### config.mk
export PLATFORM = sky130hd
export DESIGN_NAME = store_merge_unit_flat
export DESIGN_NICKNAME = d
export VERILOG_FILES = /design/src/rtl/store_merge_unit_if.sv /design/src/rtl/store_merge_unit.sv /design/src/flat_wrapper.sv
export SDC_FILE = /design/constraint.sdc
export NUM_CORES = 1
export LEC_CHECK = 0
export BUFFER_PORTS_ARGS = -buffer_cell sky130_fd_sc_hd__buf_2
export CELL_PAD_IN_SITES_DETAIL_PLACEMENT = 0
export CELL_PAD_IN_SITES_GLOBAL_PLACEMENT = 1
export CORE_ASPECT_RATIO = 0.8
export CORE_MARGIN = 2
export CORE_UTILIZATION = 43
export DETAILED_ROUTE_END_ITERATION = 6
export PLACE_DENSITY = 0.81
export SLEW_MARGIN = 10
export SYNTH_ARGS = -nofsm -noshare
export SYNTH_HDL_FRONTEND = slang
export SYNTH_SLANG_ARGS = --single-unit
### constraint.sdc
create_clock -name clk -period 5.6 [get_ports clk]
set_input_delay 0.84 -clock clk [delete_from_list [all_inputs] [get_ports clk]]
set_output_delay 0.84 -clock clk [all_outputs]
set_load 0.05 [all_outputs]
### src/rtl/store_merge_unit_if.sv
// -----------------------------------------------------------------------------
// store_merge_unit_if
//
// Bundles the MEM-stage request handshake and the data-memory bus used by
// store_merge_unit. The store unit is the bus master: it accepts store requests
// from the pipeline and issues read/write strobes to the data memory.
//
// Modports:
//   master - the store merge unit itself.
//            in : store_req, store_type, addr, wdata,
//                 mem_rdata, mem_rd_valid, mem_wr_ack
//            out: stall, done, err,
//                 mem_addr, mem_rd_en, mem_wr_en, mem_wdata
//   slave  - the environment (pipeline MEM stage plus data memory), which
//            sees the same signals with the directions reversed.
//
// Signals:
//   store_req    1-cycle store request, sampled only while the unit is idle
//   store_type   00 = SB, 01 = SH, 10 = SW, 11 = illegal
//   addr         byte address of the store
//   wdata        rt register value (low 8/16/32 bits used)
//   stall        pipeline hold
//   done         1-cycle pulse when a store completes
//   err          1-cycle pulse on misalignment, illegal type or timeout
//   mem_addr     word-aligned memory address (low two bits always 0)
//   mem_rd_en    read strobe, held until mem_rd_valid
//   mem_rdata    read data, meaningful only with mem_rd_valid
//   mem_rd_valid read data valid
//   mem_wr_en    write strobe, held until mem_wr_ack
//   mem_wdata    merged word to write
//   mem_wr_ack   write accepted
// -----------------------------------------------------------------------------
interface store_merge_unit_if #(
    parameter int ADDR_WIDTH = 32
);
    // Pipeline side
    logic                  store_req;
    logic [1:0]            store_type;
    logic [ADDR_WIDTH-1:0] addr;
    logic [31:0]           wdata;
    logic                  stall;
    logic                  done;
    logic                  err;

    // Data memory side
    logic [ADDR_WIDTH-1:0] mem_addr;
    logic                  mem_rd_en;
    logic [31:0]           mem_rdata;
    logic                  mem_rd_valid;
    logic                  mem_wr_en;
    logic [31:0]           mem_wdata;
    logic                  mem_wr_ack;

    modport master (
        input  store_req,
        input  store_type,
        input  addr,
        input  wdata,
        output stall,
        output done,
        output err,
        output mem_addr,
        output mem_rd_en,
        input  mem_rdata,
        input  mem_rd_valid,
        output mem_wr_en,
        output mem_wdata,
        input  mem_wr_ack
    );

    modport slave (
        output store_req,
        output store_type,
        output addr,
        output wdata,
        input  stall,
        input  done,
        input  err,
        input  mem_addr,
        input  mem_rd_en,
        output mem_rdata,
        output mem_rd_valid,
        input  mem_wr_en,
        input  mem_wdata,
        output mem_wr_ack
    );
endinterface

### src/rtl/store_merge_unit.sv
// -----------------------------------------------------------------------------
// store_merge_unit
//
// MEM-stage store path. Narrows the rt register value to the store width
// (SB/SH/SW) and places it in the addressed little-endian byte lane. The data
// memory has no byte enables, so sub-word stores do a read-modify-write: read
// the containing word, merge the new lane in, write the word back. Word stores
// go straight to the write phase. The pipeline is held with stall until the
// write is acknowledged.
//
// Parameters:
//   ADDR_WIDTH  byte-address width of addr / mem_addr
//   TIMEOUT     cycles to wait for mem_rd_valid / mem_wr_ack before aborting
//
// Ports:
//   clk      system clock, rising edge
//   reset_n  asynchronous active-low reset
//   bus      store_merge_unit_if.master (request handshake + memory bus)
// -----------------------------------------------------------------------------
module store_merge_unit #(
    parameter int ADDR_WIDTH = 32,
    parameter int TIMEOUT    = 16
) (
    input  logic               clk,
    input  logic               reset_n,
    store_merge_unit_if.master bus
);

    typedef enum logic [1:0] {
        S_IDLE  = 2'd0,
        S_READ  = 2'd1,
        S_WRITE = 2'd2,
        S_DONE  = 2'd3
    } state_t;

    localparam logic [1:0] ST_SB = 2'b00;
    localparam logic [1:0] ST_SH = 2'b01;
    localparam logic [1:0] ST_SW = 2'b10;

    // The counter only has to reach TIMEOUT-1.
    localparam int                CNT_W   = (TIMEOUT > 1) ? $clog2(TIMEOUT) : 1;
    localparam logic [CNT_W-1:0]  CNT_LAST = CNT_W'(TIMEOUT - 1);

    // -------------------------------------------------------------------------
    // State and registered outputs
    // -------------------------------------------------------------------------
    state_t                r_state;
    logic [CNT_W-1:0]      r_cnt;
    logic [1:0]            r_type;
    logic [1:0]            r_lane;
    logic [31:0]           r_wdata;
    logic [ADDR_WIDTH-1:0] r_mem_addr;
    logic                  r_mem_rd_en;
    logic                  r_mem_wr_en;
    logic [31:0]           r_mem_wdata;
    logic                  r_stall;
    logic                  r_done;
    logic                  r_err;

    logic                  w_legal;
    logic                  w_accept;

    // Alignment / type check: SB is always aligned, SH needs an even address,
    // SW needs a word-aligned address, type 11 is never legal.
    function automatic logic f_legal(input logic [1:0] t, input logic [1:0] lane);
        logic ok;
        case (t)
            ST_SB:   ok = 1'b1;
            ST_SH:   ok = ~lane[0];
            ST_SW:   ok = (lane == 2'b00);
            default: ok = 1'b0;
        endcase
        return ok;
    endfunction

    // Replace the addressed lane of the word read from memory with the low
    // bits of the register value; untouched lanes keep the memory contents.
    function automatic logic [31:0] f_merge(input logic [1:0]  t,
                                            input logic [1:0]  lane,
                                            input logic [31:0] old_word,
                                            input logic [31:0] wd);
        logic [31:0] w;
        w = old_word;
        case (t)
            ST_SB:   w[{lane, 3'b000} +: 8]        = wd[7:0];
            ST_SH:   w[{lane[1], 4'b0000} +: 16]   = wd[15:0];
            default: w                             = wd;
        endcase
        return w;
    endfunction

    assign w_legal  = f_legal(bus.store_type, bus.addr[1:0]);
    assign w_accept = (r_state == S_IDLE) && bus.store_req && w_legal;

    // -------------------------------------------------------------------------
    // Control FSM
    // -------------------------------------------------------------------------
    always_ff @(posedge clk or negedge reset_n) begin
        if (!reset_n) begin
            r_state     <= S_IDLE;
            r_cnt       <= '0;
            r_type      <= '0;
            r_lane      <= '0;
            r_wdata     <= '0;
            r_mem_addr  <= '0;
            r_mem_rd_en <= 1'b0;
            r_mem_wr_en <= 1'b0;
            r_mem_wdata <= '0;
            r_stall     <= 1'b0;
            r_done      <= 1'b0;
            r_err       <= 1'b0;
        end else begin
            // done and err are single-cycle pulses by default.
            r_done <= 1'b0;
            r_err  <= 1'b0;

            case (r_state)
                S_IDLE: begin
                    if (bus.store_req) begin
                        if (w_legal) begin
                            r_type     <= bus.store_type;
                            r_lane     <= bus.addr[1:0];
                            r_wdata    <= bus.wdata;
                            r_mem_addr <= {bus.addr[ADDR_WIDTH-1:2], 2'b00};
                            r_stall    <= 1'b1;
                            r_cnt      <= '0;
                            if (bus.store_type == ST_SW) begin
                                // Full word: nothing to merge, skip the read.
                                r_mem_wdata <= bus.wdata;
                                r_mem_wr_en <= 1'b1;
                                r_state     <= S_WRITE;
                            end else begin
                                r_mem_rd_en <= 1'b1;
                                r_state     <= S_READ;
                            end
                        end else begin
                            // Rejected request: report it and stay idle
                            // without touching memory.
                            r_err <= 1'b1;
                        end
                    end
                end

                S_READ: begin
                    // A valid arriving in the last allowed cycle still wins.
                    if (bus.mem_rd_valid) begin
                        r_mem_wdata <= f_merge(r_type, r_lane, bus.mem_rdata, r_wdata);
                        r_mem_rd_en <= 1'b0;
                        r_mem_wr_en <= 1'b1;
                        r_cnt       <= '0;
                        r_state     <= S_WRITE;
                    end else if (r_cnt == CNT_LAST) begin
                        r_mem_rd_en <= 1'b0;
                        r_stall     <= 1'b0;
                        r_err       <= 1'b1;
                        r_state     <= S_IDLE;
                    end else begin
                        r_cnt <= r_cnt + 1'b1;
                    end
                end

                S_WRITE: begin
                    // An ack arriving in the last allowed cycle still wins.
                    if (bus.mem_wr_ack) begin
                        r_mem_wr_en <= 1'b0;
                        r_stall     <= 1'b0;
                        r_done      <= 1'b1;
                        r_state     <= S_DONE;
                    end else if (r_cnt == CNT_LAST) begin
                        r_mem_wr_en <= 1'b0;
                        r_stall     <= 1'b0;
                        r_err       <= 1'b1;
                        r_state     <= S_IDLE;
                    end else begin
                        r_cnt <= r_cnt + 1'b1;
                    end
                end

                S_DONE: begin
                    // Requests arriving in this cycle are ignored; the next
                    // one is taken once we are back in IDLE.
                    r_state <= S_IDLE;
                end

                default: begin
                    r_state <= S_IDLE;
                end
            endcase
        end
    end

    // -------------------------------------------------------------------------
    // Outputs
    // -------------------------------------------------------------------------
    // stall must rise in the same cycle the request is accepted, so the
    // registered hold is OR-ed with the combinational acceptance.
    assign bus.stall     = r_stall | w_accept;
    assign bus.done      = r_done;
    assign bus.err       = r_err;
    assign bus.mem_addr  = r_mem_addr;
    assign bus.mem_rd_en = r_mem_rd_en;
    assign bus.mem_wr_en = r_mem_wr_en;
    assign bus.mem_wdata = r_mem_wdata;

endmodule

### src/flat_wrapper.sv
// flat-port wrapper written by rule: the top's interface ports become plain ports
module store_merge_unit_flat 
#(
    parameter int ADDR_WIDTH = 32,
    parameter int TIMEOUT    = 16
)
  (clk, reset_n, bus_store_req, bus_store_type, bus_addr, bus_wdata, bus_stall, bus_done, bus_err, bus_mem_addr, bus_mem_rd_en, bus_mem_rdata, bus_mem_rd_valid, bus_mem_wr_en, bus_mem_wdata, bus_mem_wr_ack);
  store_merge_unit_if #(.ADDR_WIDTH(ADDR_WIDTH)) bus_i ();
  input  logic clk;
  input  logic reset_n;
  input wire logic [$bits(bus_i.store_req)-1:0] bus_store_req;
  input wire logic [$bits(bus_i.store_type)-1:0] bus_store_type;
  input wire logic [$bits(bus_i.addr)-1:0] bus_addr;
  input wire logic [$bits(bus_i.wdata)-1:0] bus_wdata;
  output wire logic [$bits(bus_i.stall)-1:0] bus_stall;
  output wire logic [$bits(bus_i.done)-1:0] bus_done;
  output wire logic [$bits(bus_i.err)-1:0] bus_err;
  output wire logic [$bits(bus_i.mem_addr)-1:0] bus_mem_addr;
  output wire logic [$bits(bus_i.mem_rd_en)-1:0] bus_mem_rd_en;
  input wire logic [$bits(bus_i.mem_rdata)-1:0] bus_mem_rdata;
  input wire logic [$bits(bus_i.mem_rd_valid)-1:0] bus_mem_rd_valid;
  output wire logic [$bits(bus_i.mem_wr_en)-1:0] bus_mem_wr_en;
  output wire logic [$bits(bus_i.mem_wdata)-1:0] bus_mem_wdata;
  input wire logic [$bits(bus_i.mem_wr_ack)-1:0] bus_mem_wr_ack;
  assign bus_i.store_req = bus_store_req;
  assign bus_i.store_type = bus_store_type;
  assign bus_i.addr = bus_addr;
  assign bus_i.wdata = bus_wdata;
  assign bus_stall = bus_i.stall;
  assign bus_done = bus_i.done;
  assign bus_err = bus_i.err;
  assign bus_mem_addr = bus_i.mem_addr;
  assign bus_mem_rd_en = bus_i.mem_rd_en;
  assign bus_i.mem_rdata = bus_mem_rdata;
  assign bus_i.mem_rd_valid = bus_mem_rd_valid;
  assign bus_mem_wr_en = bus_i.mem_wr_en;
  assign bus_mem_wdata = bus_i.mem_wdata;
  assign bus_i.mem_wr_ack = bus_mem_wr_ack;
  store_merge_unit #(.ADDR_WIDTH(ADDR_WIDTH), .TIMEOUT(TIMEOUT)) u_core (.clk(clk), .reset_n(reset_n), .bus(bus_i));
endmodule
Word level (Yosys, flattened, before mapping)
Index checks and enable logic that the tools add are counted.
{"block": "totals", "register_bits": 109, "input_bits": 103, "out_inout_bits": 69, "wordCells": 100}
{"block": "classes", "addsub": 3, "eq_ne": 16, "n_shift": 4, "mux": 48, "bitwise_logic": 2, "reduce_logical": 15}
{"op": "two-way mux 32 bit", "count": 4}
{"op": "case mux 32 bit (2 select lines)", "count": 2}
{"op": "bitwise mux 32 bit", "count": 2}
{"op": "variable shift 16 x 7 -> 32 bit (first input constant)", "count": 1}
{"op": "variable shift 8 x 7 -> 32 bit (first input constant)", "count": 1}
{"op": "variable part select 16 x 7 -> 32 bit", "count": 1}
{"op": "variable part select 8 x 7 -> 32 bit", "count": 1}
{"op": "two-way mux 1 bit", "count": 22}
{"op": "two-way mux 4 bit", "count": 5}
{"op": "negation 5 -> 7 bit", "count": 2}
{"op": "two-way mux 2 bit", "count": 6}
{"op": "inequality test 2 bit (second input constant)", "count": 6}
{"op": "case mux 1 bit (3 select lines)", "count": 4}
{"op": "case mux 4 bit (3 select lines)", "count": 1}
{"op": "AND reduction 5 bit", "count": 2}
{"op": "zero test 2 bit", "count": 4}
{"op": "case mux 2 bit (4 select lines)", "count": 1}
{"op": "AND reduction 4 bit", "count": 2}
{"op": "== test 2 x 1 -> 1 bit (second input constant)", "count": 3}
{"op": "== test 2 bit (second input constant)", "count": 3}
{"op": "inequality test 3 x 2 -> 1 bit (second input constant)", "count": 2}
{"op": "AND reduction 6 bit", "count": 1}
{"op": "adder 4 x 1 -> 4 bit (second input constant)", "count": 1}
{"op": "== test 4 bit (second input constant)", "count": 1}
{"op": "other kinds (9)", "count": 10}

Depth between registers and ports, before layout
Gate-level depths: netlist of run 1.
{"block": "logic_depth", "word_depth": 6, "ltp_mapped": 8}

Worst setup path after synthesis of run 1
OpenSTA, ideal clock, no wires.
{"block": "synth_path", "kind": "input port to output port", "start": "input bus_store_type[0]", "end": "output bus_stall", "arrival_ns": 1.933, "t_required_ns": 4.760, "setup_slack_ns": 2.827, "path_stages": 6, "path_cell_list": "o21a_1 > o22a_1 > nor2_2 > buf_4 > buf_6 > or2_2"}
{"block": "synth_between", "elab_chain_cells": 4}
{"element": "from (decl)", "line_no": "flat_wrapper.sv:12", "text": "input wire logic [$bits(bus_i.store_type)-1:0] bus_store_type;"}
{"element": "== test 2 bit, or another cell as far along", "line_no": "store_merge_unit.sv:67", "text": "case (t)"}
{"element": "case mux 1 bit (3 select lines) (*)", "line_no": "store_merge_unit.sv:67"}
{"element": "logical AND 1 bit (*)", "line_no": "store_merge_unit.sv:93", "text": "assign w_accept = (r_state == S_IDLE) && bus.store_req && w_legal;"}
{"element": "bitwise OR 1 bit (*)", "line_no": "store_merge_unit.sv:197", "text": "assign bus.stall = r_stall | w_accept;"}
{"element": "to (decl)", "line_no": "flat_wrapper.sv:15", "text": "output wire logic [$bits(bus_i.stall)-1:0] bus_stall;"}
Every way passes the cells marked *; elsewhere a longest branch is shown, timed or not.

Worst setup path after layout of run 1
{"block": "layout_path", "start": "register u_core.r_state[1]", "end": "register u_core.r_mem_wdata[29], in the netlist u_core.bus.mem_wdata[29]"}
{"block": "layout_between", "elab_chain_cells": 3}
{"element": "from (decl)", "line_no": "store_merge_unit.sv:47", "text": "state_t r_state;"}
{"element": "from (signal assigned)", "line_no": "store_merge_unit.sv:100", "text": "r_state <= S_IDLE;"}
{"element": "from (signal assigned)", "line_no": "store_merge_unit.sv:131", "text": "r_state <= S_WRITE;"}
{"element": "from (signal assigned)", "line_no": "store_merge_unit.sv:134", "text": "r_state <= S_READ;"}
{"element": "== test 2 x 1 -> 1 bit / zero test 2 bit (equally long branches)", "line_no": "store_merge_unit.sv:117", "text": "case (r_state)"}
{"element": "inequality test 2 bit (no line), or another cell as far along"}
{"element": "AND reduction 5 bit (no line)"}
{"element": "to (signal assigned)", "line_no": "store_merge_unit.sv:129", "text": "r_mem_wdata <= bus.wdata;"}
{"element": "to (signal assigned)", "line_no": "store_merge_unit.sv:147", "text": "r_mem_wdata <= f_merge(r_type, r_lane, bus.mem_rdata, r_wdata);"}
{"element": "to (decl)", "line_no": "store_merge_unit.sv:55", "text": "logic [31:0] r_mem_wdata;"}
Several ways; a longest one is shown, not always the timed one.
A chain may end at the register's enable or synchronous reset.

==> impl_metrics.toml, run 1 <==
[floorplanning]
die-area_um2 = 13740
initial_core_util = 0.4466
core_region_area_um2 = 12340
die_h_um = 105.3
die_x_um = 130.6
rows = 36
pin_count = 172

[timing]
worst_pin_slew_ns = 1.085
rsz0062_at_grt = "no"
fmax_mhz = 317.8
finalCritPeriodShare = 0.5620
slew_headroom = 0.2764
setup_viol = 0
tns_ns = 0
hold_violations = 0
fin_crit_ns = 3.147
slew_viol_final = 0
fin_skew_ns = 0.007361

[logic_synthesis]
synth_area_um2 = 5512
yosys.area.top_type_share = 0.4949
synthCells = 445
synth_area_leaders = "dfrtp_1 (49%), mux2_2 (8.0%), mux2_1 (5.9%), o2111ai_1 (5.2%), o2bb2ai_1 (5.2%)"
synth-edff-count = 0
post-synth-top-area-cell = "dfrtp_1"
ys.flop_type = "dfrtp_1"
synthArstFlopShare = 1.000
synth_cell_types = 49
avgSynthCellArea_um2 = 12.39
yosys_warnings = 0
seq_area_frac_synth = 0.4949
ys_seq_elements = 109

[final_layout]
layout.nets = 706
final_cell_mix = "buf_2 (168), dfrtp_1 (109), mux2_2 (39), o2111ai_1 (33), o2bb2ai_1 (33)"
diodes = 0
syn2layout_area_growth_pct = 22.20
drive_gt1_frac = 0.3953
fill_cells = 1108
final_common_cell = "buf_2"

[drt]
wl_um = 16660
drc = 0
wl_per_cell_um = 21.69
drtAntennaViolNets = 0
vias = 4679
via_per_inst = 6.092
drt_first_pass_iters = 5
drtIter0Drc = 446

[global_route]
grt_usage = 0.2481
grt_max_degree = 88
grt_overflow_total = 0
grt_pass1_vias = 4642
grt_antenna_before_repair = 0
grt_first_pass_wirelength_um = 26240

[cts]
clock_sinks = 109
cts_max_level = 3
path_clk_slew_ns = 0.07
clockBufferDepth = 2
cts_hold_buf = 0
cts_setup_buffers = 0
cts_tree = "done"
clk_latency_ns = 0.36
cts_resized = 0
numCtsBuffers = 9
cts_root_buf = "clkbuf_16"

[min_path]
hp-class = "reg -> reg"

[worst_setup_path]
rr_worst_depth = 5
r2r-end = "u_core.bus.mem_wdata[29]$_DFFE_PN0P_"
cp.depth = 5
worstSetupPathType = "reg -> reg"
critPathMaxFanout = 33
required_ns = 5.83
critPathCapture = "u_core.bus.mem_wdata[29]$_DFFE_PN0P_"
startpoint = "u_core.r_state[1]$_DFFE_PN0P_"
crit_family = "simple AND/OR/NAND/NOR gates"
max_stage_delay_ns = 0.74
worst-path-buf-inv = 1
cpMaxStageDelayCell = "nand3_2"
rrSetupSlack_ns = 2.45
path_cells = "inv_1 > ha_1 > or2_2 > nand3_2 > o2bb2ai_1"
end_kind = "flip-flop"
startpoint_type = "flip-flop"
rr_startpoint = "u_core.r_state[1]$_DFFE_PN0P_"
cp.arrival_ns = 3.38

[power]
power_density_nw_per_um2 = 728.3
vdd_ir_drop_max_uv = 420.0
leakagePower_nw = 2.983
total_power_w = 0.004905

[flow_run]
drv_cap = 0

[placement]
port_buffers = 169
gp_congestion = 0.8994
dp_hpwl_um = 11350

[status]
status = "finished clean"
-- cell families after synthesis --
kind of cell / Yosys count / share of synthesized area
other cells: 1 / 0.0006804
mux: 68 / 0.1389
compound gates: 158 / 0.2431
fa+ha+maj: 11 / 0.02497
flops: 109 / 0.4949
simple gates: 51 / 0.04972
buf+inv: 47 / 0.04767
-- per-stage QoR --
stage          setup slack (ns)    util  hold WS [ns]  instances  instance area (um2)
2_1_floorplan             2.827       -        0.4584        446                 5515
3_3_place_gp              2.541  0.5193        0.4617        752                 6409
3_5_place_dp              2.428  0.5193        0.4692        752                 6409
4_1_cts                   2.422  0.5457        0.4854        768                 6735
5_1_grt                   2.201  0.5457        0.5038        768                 6735
6_report                  2.453  0.5457        0.4831        768                 6735
-- cell usage after synthesis (2+ instances only) --
cell type / count
a211oi_1: 8
a21oi_1: 6
a221o_1: 16
a221oi_1: 24
a22o_1: 2
a31oi_1: 4
a32o_1: 9
and4_1: 2
buf_2: 10
buf_4: 5
buf_6: 7
clkbuf_1: 15
clkbuf_2: 2
dfrtp_1: 109
ha_1: 11
inv_1: 7
mux2_1: 29
mux2_2: 39
nand2_1: 20
nand2b_1: 5
nand3_1: 5
nor2_1: 2
nor2b_1: 4
o2111ai_1: 33
o211ai_1: 2
o21a_1: 4
o21ai_0: 8
o221ai_1: 2
o22a_1: 2
o2bb2ai_1: 33
or2_2: 2
-- area by class of cell --
class,count,area [um2],share of cell area
Inverter,7,26.28,0.003901
Clock inverter,5,83.83,0.01245
Timing Repair Buffer,175,893.4,0.1326
Clock buffer,11,242.7,0.03604
Multi-Input combinational cell,290,2547,0.3782
Sequential cell,109,2728,0.4050
Tap cell,171,214.0,0.03177
-- power breakdown --
group          internal [W]  total (W)  leakage, nW  switching (W)
clock network      0.000406   0.000708        0.152       0.000303
logic              0.000829    0.00268         1.51        0.00186
registers           0.00118    0.00151         1.32       0.000335
total               0.00241    0.00491         2.98        0.00249
-- routing by layer --
| layer | track usage | vias to the layer above | wire, um |
|---|---|---|---|
| li1 | - | 2082 | - |
| met1 | 0.3609 | 2320 | 7304 |
| met2 | 0.3631 | 247 | 7386 |
| met3 | 0.06802 | 30 | 1578 |
| met4 | 0.07067 | 0 | 388 |
| met5 | 0 | - | 0 |
-- flip-flops by register name, indices dropped and copies added, names as in the netlist --
register,flops
u_core.r_stall,1
u_core.bus.mem_rd_en,1
u_core.bus.done,1
u_core.r_lane,2
u_core.r_type,2
u_core.bus.mem_wr_en,1
u_core.r_state,2
u_core.r_cnt,4
u_core.r_wdata,32
u_core.bus.mem_addr,30
u_core.bus.err,1
u_core.bus.mem_wdata,32
-- worst register-to-register path: cells and delay by family (launching register included) --
kind / cells / cell delay, ns
buf+inv: 1 / 0.13
flops: 1 / 0.44
compound gates: 1 / 0.36
fa+ha+maj: 1 / 0.64
simple gates: 2 / 1.45
-- worst min-delay path by stage --
stage | from | endpoint | slack, ns | cells after the start
after floorplan | u_core.r_stall$_DFFE_PN0P_ | u_core.r_stall$_DFFE_PN0P_ | 0.46 | 1
after global placement | u_core.bus.mem_addr[6]$_DFFE_PN0P_ | u_core.bus.mem_addr[6]$_DFFE_PN0P_ | 0.46 | 1
after detailed placement | u_core.bus.mem_addr[14]$_DFFE_PN0P_ | u_core.bus.mem_addr[14]$_DFFE_PN0P_ | 0.47 | 1
after CTS | u_core.bus.mem_addr[14]$_DFFE_PN0P_ | u_core.bus.mem_addr[14]$_DFFE_PN0P_ | 0.49 | 1
after global routing | u_core.bus.mem_addr[14]$_DFFE_PN0P_ | u_core.bus.mem_addr[14]$_DFFE_PN0P_ | 0.50 | 1
final | u_core.bus.mem_addr[14]$_DFFE_PN0P_ | u_core.bus.mem_addr[14]$_DFFE_PN0P_ | 0.48 | 1
Power figures use the tool's default switching activity.
==> inputs of run 2 (changes only) <==
--- a/config.mk
+++ b/config.mk
@@ -5,14 +5,15 @@
 export SDC_FILE = /design/constraint.sdc
 export NUM_CORES = 1
 export LEC_CHECK = 0
+export ABC_AREA = 1
 export BUFFER_PORTS_ARGS = -buffer_cell sky130_fd_sc_hd__buf_2
 export CELL_PAD_IN_SITES_DETAIL_PLACEMENT = 0
 export CELL_PAD_IN_SITES_GLOBAL_PLACEMENT = 1
 export CORE_ASPECT_RATIO = 0.8
 export CORE_MARGIN = 2
-export CORE_UTILIZATION = 43
+export CORE_UTILIZATION = 37
 export DETAILED_ROUTE_END_ITERATION = 6
-export PLACE_DENSITY = 0.81
+export PLACE_DENSITY = 0.77
 export SLEW_MARGIN = 10
 export SYNTH_ARGS = -nofsm -noshare
 export SYNTH_HDL_FRONTEND = slang
==> constraint.sdc (replaced) <==
create_clock -name clk -period 3 [get_ports clk]
set_input_delay 0.45 -clock clk [delete_from_list [all_inputs] [get_ports clk]]
set_output_delay 0.45 -clock clk [all_outputs]
set_load 0.05 [all_outputs]
==> run 2 against run 1 <==
Compared with the run above:
- first-iteration DRC count fell by 14%
- clock power rose by 92%
- via count rose by 32%
- synthesized area rose by 13%
- worst hold slack got worse by 0.38 ns
- design area rose by 12%
- register-to-register slack got worse by 1.7 ns
- critical path type is now reg -> out
- largest cell class is now multi-input combinational cells
- largest power group unchanged
==> impl_metrics.toml, run 2 <==
[worst_setup_path]
critPathMaxFanout = 8
end_kind = "primary output"
cpMaxStageDelayCell = "dfrtp_1"
path_cells = "inv_1 > ha_1 > nand2_1 > inv_2 > nand2_2 > nand2_1 > buf_2"
crit_family = "buffers and inverters"
cp.arrival_ns = 1.82
required_ns = 2.55
startpoint_type = "flip-flop"
worstSetupPathType = "reg -> out"
max_stage_delay_ns = 0.42
worst-path-buf-inv = 3
cp_common_cell = "nand2_1"

[logic_synthesis]
synth_cell_types = 26
ys_seq_elements = 109
synth_area_um2 = 6243
synth_common_cells = "nand2_1 (335), dfrtp_1 (109), nor2_1 (107)"
yosys.area.top_type_share = 0.4369
yosysMostFrequentCell = "nand2_1"
seq_area_frac_synth = 0.4369
synth_area_leaders = "dfrtp_1 (44%), nand2_1 (20%), nand3_1 (6.8%), nor2_1 (6.4%), inv_1 (4.7%)"
synth-edff-count = 0
ys.flop_type = "dfrtp_1"
synth_compound_area_frac = 0.08257
synthAdderAreaFrac = 0.02204
synthSimpleGateAreaFrac = 0.3695
avgSynthCellArea_um2 = 6.831
synthCells = 914
synthArstFlopShare = 1.000
synth_mux_area_frac = 0
yosys_warnings = 0
synth_top_family_by_area = "simple AND/OR/NAND/NOR gates"
synthXorXnorAreaFrac = 0
post-synth-top-area-cell = "dfrtp_1"

[cts]
cts_resized = 0
clockBufferDepth = 2
path_clk_slew_ns = 0.07
cts_hold_buf = 0
cts_max_level = 3
clk_latency_ns = 0.36
cts_tree = "done"
cts_root_buf = "clkbuf_16"
cts_setup_buffers = 0
clock_sinks = 109
numCtsBuffers = 9

[final_layout]
finalNonFillerCells = 1286
fin_area_um2 = 7557
seq_area_um2 = 2728
diodes = 0
drive_gt1_frac = 0.1989
final_common_cell = "nand2_1"
fill_cells = 1806
layout.nets = 1175
final_cell_mix = "nand2_1 (335), buf_2 (168), dfrtp_1 (109), nor2_1 (107), nand3_1 (85)"
syn2layout_area_growth_pct = 21.04
multi_input_area_um2 = 2968

[flow_run]
drv_cap = 0

[power]
power_density_nw_per_um2 = 1241
seq_power_share = 0.281
combPwrFrac = 0.574
swShare = 0.5409
vdd_ir_drop_max_uv = 702.9
power.internal_w = 0.004307
p_sw_w = 0.005073
power_frac_clock = 0.145
leakagePower_nw = 4.278

[timing]
slew_headroom = 0.3697
worst_pin_slew_ns = 0.9454
rsz0062_at_grt = "no"
slew_viol_final = 0
hold_violations = 0
tns_ns = 0
setup_viol = 0
fin_skew_ns = 0.006514
layout_setup_ws_ns = 0.7333
fmax_mhz = 441.2
fin_crit_ns = 2.267
finalCritPeriodShare = 0.7556

[placement]
dp_hpwl_um = 13710
dpl_cell_area_um2 = 7226
dp.cells = 1270
port_buffers = 169
gp_congestion = 0.8862
dp_slack_ns = 0.7470

[floorplanning]
pin_count = 172
die_x_um = 149.2
core_region_area_um2 = 16550
rows = 42
die_h_um = 120.2
die-area_um2 = 17940
initial_core_util = 0.3772

[global_route]
grt_overflow_total = 0
grt_antenna_before_repair = 0
grt_pass1_vias = 5796
grt_first_pass_wirelength_um = 30970
grt_usage = 0.2197
grt_max_degree = 91

[status]
status = "finished clean"

[drt]
vias = 6167
drc = 0
drtIter0Drc = 382
wl_um = 19100
via_per_inst = 4.795
wl_per_cell_um = 14.85
drt_first_pass_iters = 5
drtAntennaViolNets = 0

[min_path]
hp-class = "in -> async"
-- run 2: cell count changes in the layout (fill, tap and decap cells not counted), moves of 16 or more --
cell	delta
a21oi_1	+35
a221o_1	-16
a221oi_1	-24
inv_1	+72
mux2_1	-29
mux2_2	-39
nand2_1	+315
nand3_1	+80
nor2_1	+105
nor3_1	+19
o2111ai_1	-33
o21ai_0	+38
o2bb2ai_1	-33
-- run 2: layer usage --
| metal | wire length [um] | GRT usage |
|---|---|---|
| met4 | 149 | 0.04167 |
| met3 | 982 | 0.03396 |
| met5 | 0 | 0 |
| met1 | 9788 | 0.3300 |
| met2 | 8177 | 0.3373 |
-- run 2: path summary, 6_finish.rpt --
kind | slack, ns | startpoint | depth (start not counted) | end
max | 0.73 | u_core.r_state[1]$_DFFE_PN0P_ | 7 | bus_stall
min | 0.11 | reset_n | 1 | u_core.bus.mem_wdata[10]$_DFFE_PN0P_
max reg2reg | 0.76 | u_core.r_lane[0]$_DFFE_PN0P_ | 10 | u_core.bus.mem_wdata[12]$_DFFE_PN0P_
min reg2reg | 0.47 | u_core.bus.mem_addr[16]$_DFFE_PN0P_ | 2 | u_core.bus.mem_addr[16]$_DFFE_PN0P_
max in group asynchronous | 2.23 | reset_n | 2 | u_core.bus.mem_addr[5]$_DFFE_PN0P_
min in group clk | 0.31 | bus_addr[18] | 3 | u_core.bus.mem_addr[18]$_DFFE_PN0P_
-- run 2: power by group through the flow --
stage,clock network (W),logic (W),registers [W]
2_1_floorplan,0,0.00272,0.00399
3_3_place_gp,0,0.00539,0.00265
3_5_place_dp,0,0.00542,0.00265
4_1_cts,0.00139,0.00542,0.00263
5_1_grt,0.00143,0.00599,0.00273
6_report,0.00136,0.00539,0.00263
-- run 2: final cells by class --
type,instances,share of cell area
Sequential cell,109,0.3609
Tap cell,220,0.03642
Timing Repair Buffer,180,0.1248
Clock buffer,10,0.03162
Inverter,83,0.04123
Multi-Input combinational cell,678,0.3927
Clock inverter,6,0.01225
-- run 2: kinds of logic after synthesis --
family,after synthesis
adders and majority gates,11
DFF,109
AOI/OAI and AO/OA,101
and+or+nand+nor,564
other,1
buffers and inverters,128
-- run 2: stage by stage --
step                      total power [W]    util  hold slack [ns]
final                            0.009380  0.4565           0.1060
after detailed placement         0.008067  0.4365           0.4527
after global placement           0.008037  0.4365           0.4489
after floorplan                  0.006711       -           0.1544
after CTS                        0.009448  0.4565           0.1230
after global routing              0.01015  0.4565           0.1601
-- run 2: worst register-to-register path, delay by kind of cell (launching register included) --
family	cells	cell delay, ns
compound gates	1	0.24
simple gates	6	0.83
flops	1	0.55
buf+inv	2	0.25
fa+ha+maj	1	0.32
